`src/rtl/efuse_load_ctrl.sv`:
```
// Efuse load controller: requests a load from the efuse IP, captures the image,
// validates it with an XOR checksum and publishes trim data, with timeout and bounded retry.
module efuse_load_ctrl #(
    parameter int DATA_NUM    = 8,
    parameter int DW          = 8,
    parameter int TIMEOUT_CYC = 64,
    parameter int MAX_RETRY   = 2,
    parameter int CHK_EN      = 1
) (
    input  logic                   i_clk,
    input  logic                   i_rst_n,
    output logic                   o_efuse_load_req,
    input  logic                   i_efuse_load_done,
    input  logic                   i_efuse_reg_update,
    input  logic [DATA_NUM*DW-1:0] i_efuse_reg_data,
    input  logic                   i_reload_req,
    output logic                   o_load_busy,
    output logic                   o_load_ok,
    output logic                   o_load_err,
    output logic                   o_trim_vld,
    output logic [DATA_NUM*DW-1:0] o_trim_data
);

    localparam int TW = $clog2(TIMEOUT_CYC);
    localparam int RW = $clog2(MAX_RETRY + 2);

    typedef enum logic [2:0] {
        S_IDLE, S_REQ, S_CHECK, S_BACKOFF, S_DONE, S_ERR
    } state_t;

    state_t                   state;
    logic [DATA_NUM*DW-1:0]   cap_reg;
    logic [DATA_NUM*DW-1:0]   trim_q;
    logic [RW-1:0]            retry_cnt;
    logic [TW-1:0]            tmo_cnt;
    logic                     reload_pend;
    logic                     req_q;
    logic                     busy_q;
    logic                     ok_q;
    logic                     err_q;
    logic                     vld_q;

    logic [DW-1:0]            chk_xor;
    logic                     chk_pass;
    logic                     can_retry;
    logic                     tmo_hit;

    always_comb begin
        chk_xor = '0;
        for (int i = 0; i < DATA_NUM; i++) begin
            chk_xor = chk_xor ^ cap_reg[i*DW +: DW];
        end
    end

    assign chk_pass  = (CHK_EN == 0) || (chk_xor == '0);
    assign can_retry = retry_cnt < RW'(MAX_RETRY);
    assign tmo_hit   = tmo_cnt == TW'(TIMEOUT_CYC - 1);

    // The request is a level held for the whole REQ window; the IP answers with a done level.
    always_ff @(posedge i_clk or negedge i_rst_n) begin
        if (!i_rst_n) begin
            state       <= S_IDLE;
            cap_reg     <= '0;
            trim_q      <= '0;
            retry_cnt   <= '0;
            tmo_cnt     <= '0;
            reload_pend <= 1'b1;
            req_q       <= 1'b0;
            busy_q      <= 1'b0;
            ok_q        <= 1'b0;
            err_q       <= 1'b0;
            vld_q       <= 1'b0;
        end else begin
            ok_q <= 1'b0;
            if (i_reload_req) reload_pend <= 1'b1;
            case (state)
                S_IDLE, S_DONE, S_ERR: begin
                    if (state == S_IDLE) busy_q <= 1'b1;
                    if (reload_pend && !i_efuse_load_done) begin
                        state       <= S_REQ;
                        reload_pend <= i_reload_req;
                        err_q       <= 1'b0;
                        retry_cnt   <= '0;
                        tmo_cnt     <= '0;
                        req_q       <= 1'b1;
                        busy_q      <= 1'b1;
                    end
                end
                S_REQ: begin
                    tmo_cnt <= tmo_cnt + TW'(1);
                    if (i_efuse_reg_update) cap_reg <= i_efuse_reg_data;
                    if (i_efuse_load_done) begin
                        state <= S_CHECK;
                        req_q <= 1'b0;
                    end else if (tmo_hit) begin
                        req_q <= 1'b0;
                        if (can_retry) begin
                            retry_cnt <= retry_cnt + RW'(1);
                            tmo_cnt   <= '0;
                            state     <= S_BACKOFF;
                        end else begin
                            state  <= S_ERR;
                            err_q  <= 1'b1;
                            busy_q <= 1'b0;
                        end
                    end
                end
                S_CHECK: begin
                    if (chk_pass) begin
                        state     <= S_DONE;
                        trim_q    <= cap_reg;
                        vld_q     <= 1'b1;
                        ok_q      <= 1'b1;
                        retry_cnt <= '0;
                        busy_q    <= 1'b0;
                    end else if (can_retry) begin
                        retry_cnt <= retry_cnt + RW'(1);
                        tmo_cnt   <= '0;
                        state     <= S_BACKOFF;
                    end else begin
                        state  <= S_ERR;
                        err_q  <= 1'b1;
                        busy_q <= 1'b0;
                    end
                end
                S_BACKOFF: begin
                    // Let the IP drop done before re-requesting so a stale done is not mistaken.
                    if (!i_efuse_load_done) begin
                        state   <= S_REQ;
                        tmo_cnt <= '0;
                        req_q   <= 1'b1;
                    end
                end
                default: state <= S_IDLE;
            endcase
        end
    end

    assign o_efuse_load_req = req_q;
    assign o_load_busy      = busy_q;
    assign o_load_ok        = ok_q;
    assign o_load_err       = err_q;
    assign o_trim_vld       = vld_q;
    assign o_trim_data      = trim_q;

endmodule

```
`config.mk`:
```
export PLATFORM = sky130hd
export DESIGN_NAME = efuse_load_ctrl
export DESIGN_NICKNAME = d
export VERILOG_FILES = /design/src/rtl/efuse_load_ctrl.sv
export SDC_FILE = /design/constraint.sdc
export NUM_CORES = 1
export LEC_CHECK = 0
export CORE_AREA = 2 2 122 124
export CTS_BUF_LIST = sky130_fd_sc_hd__clkbuf_16
export CTS_CLUSTER_SIZE = 16
export DETAILED_ROUTE_END_ITERATION = 7
export DIE_AREA = 0 0 124 126
export PLACE_DENSITY = 0.71
export SETUP_SLACK_MARGIN = 0.02
export SLEW_MARGIN = 25
export SYNTH_ARGS = -nofsm -noshare
export SYNTH_HDL_FRONTEND = slang
export SYNTH_SLANG_ARGS = --single-unit
```
`constraint.sdc`:
```
create_clock -name i_clk -period 4.7 [get_ports i_clk]
set_clock_uncertainty 0.15 [all_clocks]
set_input_delay 0.94 -clock i_clk [delete_from_list [all_inputs] [get_ports i_clk]]
set_output_delay 0.94 -clock i_clk [all_outputs]
set_load 0.005 [all_outputs]
```
==> metrics.yaml <==
ys_seq_elements: 145
rows: 44
synth-edff-count: 0
setup_tns_ns: 0
core_um2: 14300
numClockSinks: 145
timing.final.crit_share_pct: 61.4
cellPowerDensity_nw_per_um2: 710
grt_start_max_net_pins: 81
cts_buffer_depth: 2
synth_top_cell_area_share_pct: 57.4
seqCellArea_um2: 3630
portBuffers: 137
nFillCells: 1178
worst_slack_ns: 1.82
post_drt_via_cell_ratio: 5.06
r2r-start: "state[2]"
hold_buffers: 0
yosysTopAreaCell: "dfrtp_1"
cts_tree: "yes"
drt-initial-drc-count: 413
die_area_um2: 15600
drc: 0
die_y_um: 126
path_clk_slew_ns: 0.06
drive_gt1_share_pct: 20.5
synth_area_leaders: "dfrtp_1 (57%), mux2_2 (14%), mux2_1 (9.0%)"
area_growth_pct: 33.2
start_util_pct: 43.8
path_cells: "nand2b_1 > nor2_1 > and2_2 > buf_12 > mux2_2"
firstDrtPassIters: 4
crit_slowest_cell: "and2_2"
cts_setup_buffers: 0
synth_flop_cell: "dfrtp_1"
yosysWarnings: 0
ys_seq_area_share_pct: 57.8
irDropWorstVdd_uv: 361
hpwl_mm: 9.54
synth.distinct_cells: 44
placed_cells: 748
post_drt_wl_per_cell_um: 17.2
grt_pass1_wl_mm: 22.1
netlist_area_um2: 6280
worst_pin_slew_ns: 0.752
setup-violations-final: 0
antenna_left: 0
insertedDiodeCount: 0
crit_fanout: 36
p_leak_nw: 3.64
maxSlewHeadroom_pct: 49.8
criticalPathCategory: "flip-flop to flip-flop"
required_ns: 4.85
max_freq_mhz: 347
critPathTopFamily: "simple AND/OR/NAND/NOR gates"
cp.arrival_ns: 3.03
start_kind: "flip-flop"
gp_congestion: 0.869
cts_inserted_buffers: 17
clock_latency_ns: 0.42
grt-ovfl-total: 0
track_usage_pct: 18.7
crit_path_end_kind: "flip-flop"
synth_common_cells: "dfrtp_1 (144), mux2_2 (79), xnor2_1 (56)"
avgSynthCellArea_um2: 14.2
num_vias: 3944
post-place-ws_ns: 1.56
root_buffer: "clkbuf_16"
multiInputGateArea_um2: 2470
final_nets: 654
routed_wl_mm: 13.4
pin_count: 138
synthMostInstantiatedCell: "dfrtp_1"
crit_path_max_incr_delay_ns: 0.72
hold_class: "flip-flop to flip-flop"
synth_fp_nets: 513
antenna_found_initial: 0
ctsResizeCount: 0
finalCriticalPeriod_ns: 2.88
fp.dieW_um: 124
min_from: "o_trim_vld"
status: "finished clean"
final_cells: 780
hold_violations: 0
startpoint: "state[2]"
maxCapViolCount: 0
synthArstFlopShare_pct: 100
synthCells: 442
grt_pass1_vias: 4152
h-tree-depth: 4
rsz0062_at_grt: "false"
drv_slew: 0
crit_buf_inv: 1
[metal layers]
layer  GRT usage (%)  wire length (um)  vias to the layer above
met4            5.42               136                        0
met1            23.3              5440                     1985
li1                -                 -                     1837
met2            31.3              7140                      109
met3            5.93               667                       13
met5               0                 0                        -
[area by class of cell]
type                    count  area share (%)
clock buffers              17            5.09
inverters                   9           0.404
flip-flops and latches    145            43.4
well taps                 184            2.75
repair buffers            142            17.0
multi-input cells         268            29.6
clock inverters            15            1.74
[per-stage QoR]
step	total power, W	utilization (%)	cell area (um2)	hold WS [ns]
global route	0.00635	58.4	8360	0.357
global placement	0.00461	54.4	7790	0.302
finish	0.00594	58.4	8360	0.331
floorplan	0.00377	-	6280	0.315
CTS	0.00603	58.4	8360	0.338
detailed placement	0.00471	54.4	7790	0.324
[power by group]
group / total (W) / internal, W / switching [W]
Sequential: 0.00222 / 0.00178 / 0.000439
Clock: 0.00130 / 0.000776 / 0.000523
Combinational: 0.00242 / 0.00144 / 0.000977
[layout by cell type (no fill, tap or decap), types with 2 or more instances in the layout]
cell and n:
mux2_2 79, bufinv_16 2, o21ai_0 6, a21oi_1 9
clkdlybuf4s50_1 136, nand4_1 2, inv_1 11, xnor2_1 56
clkbuf_16 17, nor2b_1 2, dfrtp_1 144, or2_2 3
o22a_1 3, nand3_1 4, clkinvlp_4 4, o22ai_1 3
clkinv_4 2, nand2b_1 3, o311ai_0 2, o21ba_2 2
nand2_1 6, clkinv_1 2, inv_6 2, ha_1 2
nand3b_1 2, buf_4 4, o31ai_1 2, mux2_1 50
nor2_1 13, nor3_1 2
[final timing paths]
check,depth (start not counted),slack [ns],to
max,5,1.82,cap_reg[1]
min,1,0.33,o_trim_vld
max reg2reg,5,1.82,cap_reg[1]
min reg2reg,1,0.33,o_trim_vld
max in group asynchronous,2,3.05,reload_pend
min in group asynchronous,1,0.40,o_trim_data[60]
[cells by family (layout without fill, tap and decap cells)]
family                   count (synthesis)  in the layout  synth area share [%]
AO/OA/AOI/OAI                           40             40                  4.51
XOR/XNOR                                56             56                  7.81
adder cells (fa/ha/maj)                  2              2                 0.399
buffers and inverters                   29            183                  2.89
flip-flops                             145            145                  57.8
multiplexers                           130            130                  23.3
AND/OR/NAND/NOR                         40             40                  3.25
Note: power is estimated with default switching activity, not from simulation.
